### config.mk
export PLATFORM = sky130hd
export DESIGN_NAME = bit_serial_adder
export DESIGN_NICKNAME = d
export VERILOG_FILES = /design/src/rtl/bit_serial_adder.sv
export SDC_FILE = /design/constraint.sdc
export NUM_CORES = 1
export LEC_CHECK = 0
export CORE_ASPECT_RATIO = 0.7
export CORE_MARGIN = 4
export CORE_UTILIZATION = 32
export CTS_BUF_LIST = sky130_fd_sc_hd__clkbuf_2 sky130_fd_sc_hd__clkbuf_4 sky130_fd_sc_hd__clkbuf_8
export DETAILED_ROUTE_END_ITERATION = 6
export PLACE_DENSITY = 0.55
export SLEW_MARGIN = 0
export SYNTH_ARGS = -nofsm -noshare
export SYNTH_HDL_FRONTEND = slang
export SYNTH_SLANG_ARGS = --single-unit
### constraint.sdc
create_clock -name clk -period 2.27 [get_ports clk]
set_input_delay 0.3405 -clock clk [delete_from_list [all_inputs] [get_ports clk]]
set_output_delay 0.3405 -clock clk [all_outputs]
set_load 0.03 [all_outputs]
### src/rtl/bit_serial_adder.sv
// bit_serial_adder -- LSB-first sequential adder, one result bit per clock.
//
// Each clock during an addition does one full-add. The full-add is built from
// two half-add cells. The carry is kept in a flop between bit steps. The result
// is {carry,sum} = A + B + cin, unsigned, modulo 2^(WIDTH+1).
//
// Optional feature macro: BIT_SERIAL_ADDER_OVF_EN
//   When it is defined, the block adds a registered signed-overflow output, ovf.
//   ovf = (carry into the MSB) ^ (carry out of the MSB).
//   When it is not defined, the port and its logic are absent.
//
// Parameters
//   WIDTH  operand/result width in bits (>= 1), default 8
//
// Ports
//   clk    rising-edge clock
//   rst    synchronous active-high reset; has priority over every other input
//   start  begin an addition; sampled only while idle
//   A, B   operands, captured on the accepting edge
//   cin    carry-in, captured on the accepting edge
//   busy   high while an addition is in flight
//   done   one-cycle pulse; sum/carry (and ovf) were just updated
//   sum    result of the last completed addition
//   ovf    (macro only) two's-complement overflow of the last addition
//   carry  carry-out of the last completed addition
//
// Timing: the accepting edge is E0. The edges E1..E_WIDTH each process one bit.
// done is high in the cycle that follows E_WIDTH. If start is high in that done
// cycle, the block accepts the next addition.

// Combinational half-add cell.
module bsa_half_adder (
  input  logic a,
  input  logic b,
  output logic s,
  output logic c
);
  assign s = a ^ b;
  assign c = a & b;
endmodule

// Full-add made from two half-add cells:
//   s  = a ^ b ^ ci
//   co = a&b | ci&(a^b)
module bsa_full_adder (
  input  logic a,
  input  logic b,
  input  logic ci,
  output logic s,
  output logic co
);
  logic s0, c0, c1;

  bsa_half_adder u_ha0 (.a(a),  .b(b),  .s(s0), .c(c0));
  bsa_half_adder u_ha1 (.a(s0), .b(ci), .s(s),  .c(c1));

  assign co = c0 | c1;
endmodule

module bit_serial_adder #(
  parameter int WIDTH = 8
) (
  input  logic             clk,
  input  logic             rst,
  input  logic             start,
  input  logic [WIDTH-1:0] A,
  input  logic [WIDTH-1:0] B,
  input  logic             cin,
  output logic             busy,
  output logic             done,
  output logic [WIDTH-1:0] sum,
`ifdef BIT_SERIAL_ADDER_OVF_EN
  output logic             ovf,
`endif
  output logic             carry
);

  // The counter holds values 0..WIDTH-1. This width leaves room for WIDTH,
  // so the counter never wraps inside one addition.
  localparam int CW = $clog2(WIDTH + 1);

  typedef enum logic {IDLE, ADD} state_t;

  state_t           state;
  logic [WIDTH-1:0] sha;      // operand A, shifted right one bit per step
  logic [WIDTH-1:0] shb;      // operand B, shifted right one bit per step
  logic [WIDTH-1:0] res;      // partial result, filled from the MSB downward
  logic [WIDTH-1:0] res_nxt;
  logic             cf;       // carry between bit steps
  logic [CW-1:0]    cnt;      // bit steps already done in this addition
  logic             fa_s;
  logic             fa_co;
  logic             last;

  bsa_full_adder u_fa (
    .a  (sha[0]),
    .b  (shb[0]),
    .ci (cf),
    .s  (fa_s),
    .co (fa_co)
  );

  // Insert the new bit at the MSB. After WIDTH steps, the first bit (the LSB
  // result) has moved down to bit 0. This form also works for WIDTH=1.
  always_comb begin
    res_nxt            = res >> 1;
    res_nxt[WIDTH-1]   = fa_s;
  end

  // The step now being processed is the WIDTH-th, so it handles the MSB.
  assign last = (cnt == CW'(WIDTH - 1));

  always_ff @(posedge clk) begin
    if (rst) begin
      state <= IDLE;
      sha   <= '0;
      shb   <= '0;
      res   <= '0;
      cf    <= 1'b0;
      cnt   <= '0;
      busy  <= 1'b0;
      done  <= 1'b0;
      sum   <= '0;
      carry <= 1'b0;
`ifdef BIT_SERIAL_ADDER_OVF_EN
      ovf   <= 1'b0;
`endif
    end else begin
      // done is a pulse. A completion edge below sets it again.
      done <= 1'b0;
      case (state)
        IDLE: begin
          if (start) begin
            sha   <= A;
            shb   <= B;
            cf    <= cin;
            res   <= '0;
            cnt   <= '0;
            busy  <= 1'b1;
            state <= ADD;
          end
        end
        ADD: begin
          // Once accepted, the operands are used only from the shift
          // registers. Changes on A/B/start cannot disturb this addition.
          sha <= sha >> 1;
          shb <= shb >> 1;
          res <= res_nxt;
          cf  <= fa_co;
          cnt <= cnt + CW'(1);
          if (last) begin
            sum   <= res_nxt;
            carry <= fa_co;
`ifdef BIT_SERIAL_ADDER_OVF_EN
            // cf is the carry into the MSB position on this step.
            ovf   <= cf ^ fa_co;
`endif
            done  <= 1'b1;
            busy  <= 1'b0;
            state <= IDLE;
          end
        end
        default: state <= IDLE;
      endcase
    end
  end

endmodule
==> impl_metrics.csv, run 1 <==
group,metric,value,unit
critical_path,start_kind,"flop",
placed_design,portBuffers,30,
timing,slew_viol_final,0,
min_path,holdPathEnd,"shb[2]",
critical_path,crit_path_start,"busy",
floorplan,num_rows,22,
timing,tns,0,ns
synthesis,synth_fp_nets,212,
finish,antennaDiodeCount,0,
global_routing,grt_use_met2,14.96,%
synthesis,syn_inst,190,
outcome,outcome,"complete, no violations",
placed_design,dp_cells,283,
timing,worst_clock_skew,0.006876,ns
synthesis,synthFlopType,"dfxtp_1",
critical_path,r2r_cells,4,
cts,clockRootBuffer,"clkbuf_8",
critical_path,reg2reg_to,"sum[2]",
critical_path,rrSetupSlack,0.80,ns
floorplan,io_pins,31,
synthesis,ys_ff_latch,40,
placed_design,place.gp.congestion,0.6912,
cts,cts_setup_buffers,0,
critical_path,path_depth,1,
synthesis,syn_avg_cell_area,9.463,µm²
cts,ctsResizeCount,0,
synthesis,yosysTopAreaCell,"dfxtp_1",
global_routing,grt_usage,10.64,%
global_routing,top_usage_layer,"met2",
timing,period_minus_slack,1.654,ns
synthesis,seq_area_frac_synth,44.54,%
synthesis,ys_top_cells_by_count,"nand2_1, dfxtp_1, a21oi_1",
finish,fin_nets,240,
route,viasPerCell,4.423,
pwr,power_leakage,0.8109,nW
route,vias,1287,
route,drt-initial-drc-count,57,
finish,utilization,41.57,%
run,maxCapViolations,0,
timing,setup_viol,0,
critical_path,path_cells,"clkdlybuf4s50_1",
floorplan,die_w,97.59,µm
global_routing,overflow,0,
cts,clk_latency,0.29,ns
cts,numCtsBuffers,5,
finish,syn_to_final_growth,23.45,%
global_routing,antenna_found_initial,0,
global_routing,grt_start_max_net_pins,41,
global_routing,grt_pass1_wl,5885,µm
synthesis,synth.area.top_cells,"dfxtp_1, nand2_1, a21oi_1",
cts,h-tree-depth,2,
timing,slew_headroom,67.94,%
route,drc_errors,0,
global_routing,met1_usage,14.65,%
floorplan,die_h,70.72,µm
timing,rsz0062_at_grt,"no",
synthesis,yosys_warnings,0,
critical_path,r2r_start,"cnt[0]",
pwr,power_density,666.3,mW/mm²
critical_path,critical-path-max-stage-delay,0.69,ns
cts,clk_pin_slew,0.08,ns
finish,layout-drive-gt1-share,21.46,%
pwr,peakVddDrop,218.1,µV
floorplan,dieArea,0.006901,mm²
synthesis,syn_area,0.001798,mm²
min_path,whs_path_depth,2,
critical_path,crit_family,"buffers and inverters",
timing,finalHoldViolCount,0,
critical_path,crit_buf_inv,1,
min_path,hp-class,"reg -> reg",
cts,cts_tree,"yes",
critical_path,crit_fanout,2,
critical_path,cp.arrival,1.31,ns
route,routedWlPerCell,11.67,µm
floorplan,design.core.area,0.005340,mm²
cts,cts_sinks,40,
pwr,power,1.479,mW
timing,tightest_slew,0.4803,ns
route,wirelength,3395,µm
route,ant_nets,0,
synthesis,synth-async-reset-ratio,0,%
critical_path,crit_slowest_cell,"clkdlybuf4s50_1",
synthesis,synth_edf_count,0,
global_routing,grt_pass1_vias,1242,
floorplan,start_util,33.67,%
synthesis,yosysUniqueCellTypes,28,
synthesis,netlist.area_leader.share,44.54,%
timing,max_freq,604.7,MHz
critical_path,crit_required,1.93,ns
global_routing,use_met3,3.842,%
min_path,hold_start,"shb[3]",
cts,cts_hold_buf,0,
cts,cts_buffer_depth,2,
critical_path,critPathKind,"reg -> out",
critical_path,cp-end-kind,"output port",
placed_design,dp_hpwl,2173,µm
route,drtPass1Iterations,3,
synthesis,yosysMostFrequentCell,"nand2_1",
timing,finalCritPeriodShare,72.85,%
finish,instances_no_fill,291,
finish,n_fill_cell,550,
through the flow:
step	hold slack [ns]	instance area [µm²]	setup WS [ns]
6_report	0.4477	2220	0.6163
5_1_grt	0.4720	2220	0.5742
4_1_cts	0.4544	2220	0.5994
3_5_place_dp	0.4432	2108	0.5025
3_3_place_gp	0.4395	2108	0.5048
2_1_floorplan	0.4262	1798	1.104
cell usage in the layout, fill, tap and decap left out, types with 2 or more instances in the layout:
cell              n
nand2_1          48
dfxtp_1          40
a21oi_1          30
clkdlybuf4s50_1  30
mux2_2            9
nor2_1            8
nor3b_2           7
mux2_4            6
a21oi_2           6
clkbuf_8          5
buf_4             5
mux2i_1           3
nor3_1            3
inv_1             2
nor2_2            2
nor3_2            2
per-layer routing:
layer / share of wire, % / vias up
met4: 1.6 / 0
met2: 41 / 20
met1: 52 / 572
li1: - / 691
met3: 4.6 / 4
met5: 0 / -
worst max path at each step:
stage                         to  slack, ns
after floorplan           sum[0]       1.10
after global placement    cnt[2]       0.50
after detailed placement  cnt[2]       0.50
after CTS                   busy       0.60
after global routing        busy       0.57
final                       busy       0.62
report_power, final:
part           internal, mW  leakage [nW]  switching [mW]
logic                0.0859         0.427          0.0808
registers             0.725         0.326          0.0134
clock network         0.338        0.0586           0.235
flip-flops by register name, indices dropped and copies added, names as in the netlist:
name	cells
sha	8
done	1
sum	8
busy	1
carry	1
state	1
cnt	4
shb	8
cf	1
res	7
logic make-up (layout without fill, tap and decap cells):
family	after synthesis	in the layout	share of synthesized area, %
buf+inv	16	45	6.959
compound gates	39	39	12.46
mux	18	18	12.32
fa+ha+maj	2	2	1.809
flops	40	40	44.54
simple gates	75	75	21.92
area by class of cell:
type,count,area (µm²),share of cell area (%)
Multi-Input combinational cell,134,872.1,39.29
Sequential cell,40,800.8,36.08
Timing Repair Buffer,35,337.8,15.22
Tap cell,72,90.09,4.059
Clock buffer,6,76.32,3.439
Clock inverter,2,35.03,1.578
Inverter,2,7.507,0.3382
Power figures use the tool's default switching activity.
==> run 2: changes to the inputs <==
--- a/config.mk
+++ b/config.mk
@@ -10,7 +10,7 @@
 export CORE_UTILIZATION = 32
 export CTS_BUF_LIST = sky130_fd_sc_hd__clkbuf_2 sky130_fd_sc_hd__clkbuf_4 sky130_fd_sc_hd__clkbuf_8
 export DETAILED_ROUTE_END_ITERATION = 6
-export PLACE_DENSITY = 0.55
+export PLACE_DENSITY = 0.57
 export SLEW_MARGIN = 0
 export SYNTH_ARGS = -nofsm -noshare
 export SYNTH_HDL_FRONTEND = slang
==> constraint.sdc (replaced) <==
create_clock -name clk -period 1.4 [get_ports clk]
set_input_delay 0.21 -clock clk [delete_from_list [all_inputs] [get_ports clk]]
set_output_delay 0.21 -clock clk [all_outputs]
set_load 0.03 [all_outputs]
==> impl_metrics.csv, run 2 (synthesis gave the netlist of run 1 again) <==
group,metric,value,unit
cts,clockRootBuffer,"clkbuf_8",
route,viasPerCell,4.459,
cts,ctsResizeCount,11,
timing,tightest_slew,0.4907,ns
pwr,power_frac_clock,40.1,%
floorplan,dieArea,0.006901,mm²
cts,cts_tree,"yes",
run,maxCapViolations,0,
outcome,outcome,"complete, no violations",
route,vias,1320,
critical_path,crit_required,1.19,ns
timing,worst_clock_skew,0.009103,ns
route,wirelength,3417,µm
placed_design,dp_hpwl,2255,µm
pwr,power_leakage,0.9082,nW
critical_path,crit_buf_inv,1,
floorplan,start_util,33.67,%
global_routing,grt_start_max_net_pins,41,
global_routing,met1_usage,14.13,%
critical_path,r2r_cells,5,
global_routing,grt_pass1_vias,1236,
critical_path,crit_fanout,2,
finish,layout-drive-gt1-share,23.66,%
timing,hold_ws,0.4494,ns
global_routing,use_met3,3.842,%
floorplan,die_h,70.72,µm
global_routing,top_usage_layer,"met2",
pwr,p_sw,0.5640,mW
min_path,holdPathEnd,"shb[3]",
cts,clk_pin_slew,0.08,ns
timing,max_freq,787.3,MHz
route,ant_nets,0,
global_routing,grt_use_met2,14.81,%
timing,slew_viol_final,0,
cts,cts_buffer_depth,2,
critical_path,crit_family,"buffers and inverters",
finish,fin_area,0.002290,mm²
critical_path,critical-path-max-stage-delay,0.41,ns
critical_path,crit_slowest_cell,"dlygate4sd2_1",
critical_path,cp.arrival,1.06,ns
route,drtPass1Iterations,4,
global_routing,overflow,0,
finish,fin_nets,245,
critical_path,reg2reg_to,"sum[2]",
critical_path,r2r_start,"cnt[0]",
placed_design,place.gp.congestion,0.7105,
timing,period_minus_slack,1.270,ns
timing,rsz0062_at_grt,"no",
pwr,peakVddDrop,323.6,µV
critical_path,critPathKind,"reg -> out",
finish,antennaDiodeCount,0,
timing,setup_viol,0,
floorplan,num_rows,22,
cts,cts_hold_buf,0,
cts,clk_latency,0.29,ns
timing,slew_headroom,67.25,%
critical_path,cp-end-kind,"output port",
min_path,hp-class,"reg -> reg",
global_routing,grt_usage,10.61,%
min_path,hold_start,"shb[4]",
pwr,combPwrFrac,11.4,%
timing,tns,0,ns
finish,syn_to_final_growth,27.35,%
pwr,power_density,1081,mW/mm²
placed_design,portBuffers,30,
floorplan,die_w,97.59,µm
finish,reg.largest.list,"sha: 8 flops, shb: 8 flops, sum: 8 flops",
critical_path,start_kind,"flop",
finish,layout_commonest_cell,"nand2_1",
floorplan,io_pins,31,
placed_design,place_area,0.002171,mm²
critical_path,path_cells,"dlygate4sd2_1",
cts,cts_setup_buffers,0,
finish,final_cell_mix,"nand2_1, dfxtp_1, a21oi_1, clkdlybuf4s50_1, dlygate4sd2_1",
pwr,power,2.475,mW
pwr,swShare,22.79,%
cts,cts_sinks,40,
critical_path,rrSetupSlack,0.13,ns
min_path,whs_path_depth,2,
cts,h-tree-depth,2,
pwr,p_seq_share,48.6,%
cts,numCtsBuffers,5,
global_routing,grt_pass1_wl,5823,µm
global_routing,antenna_found_initial,0,
timing,finalCritPeriodShare,90.72,%
timing,finalHoldViolCount,0,
route,drt-initial-drc-count,54,
route,drc_errors,0,
pwr,power.internal,1.911,mW
route,routedWlPerCell,11.54,µm
floorplan,design.core.area,0.005340,mm²
run 2: worst max-delay path by stage:
stage            from  endpoint  cells after the start
6_report         busy      busy                      1
2_1_floorplan  cnt[0]    sum[0]                      5
4_1_cts        cnt[0]    sum[1]                      4
3_5_place_dp    start    shb[0]                      5
5_1_grt        cnt[0]    sum[2]                      5
3_3_place_gp    start    shb[4]                      5
run 2: per-stage QoR:
step	setup slack [ns]	instances	utilization, %
floorplan	0.2342	190	-
finish	0.1299	296	42.88
global placement	-0.1005	288	40.65
global route	0.02905	296	42.88
detailed placement	-0.1049	288	40.65
CTS	0.09452	296	42.67
run 2: layout make-up:
type                    count  area (µm²)
flip-flops and latches     40       800.8
well taps                  72       90.09
multi-input cells         134       883.3
fillers                   564        3050
clock inverters             2       38.79
repair buffers             40       386.6
clock buffers               6       82.58
inverters                   2       7.507
run 2: per-layer routing:
layer	share of wire, %	vias to the layer above
met5	0	-
met4	2.1	0
met3	5.9	8
met2	39	24
met1	53	581
li1	-	707
run 2: power groups by stage:
stage	logic [mW]	clock network (mW)	registers (mW)
final	0.282	0.992	1.20
after floorplan	0.200	0	1.22
after global routing	0.312	1.07	1.21
after global placement	0.286	0	1.23
after CTS	0.285	1.03	1.20
after detailed placement	0.285	0	1.23
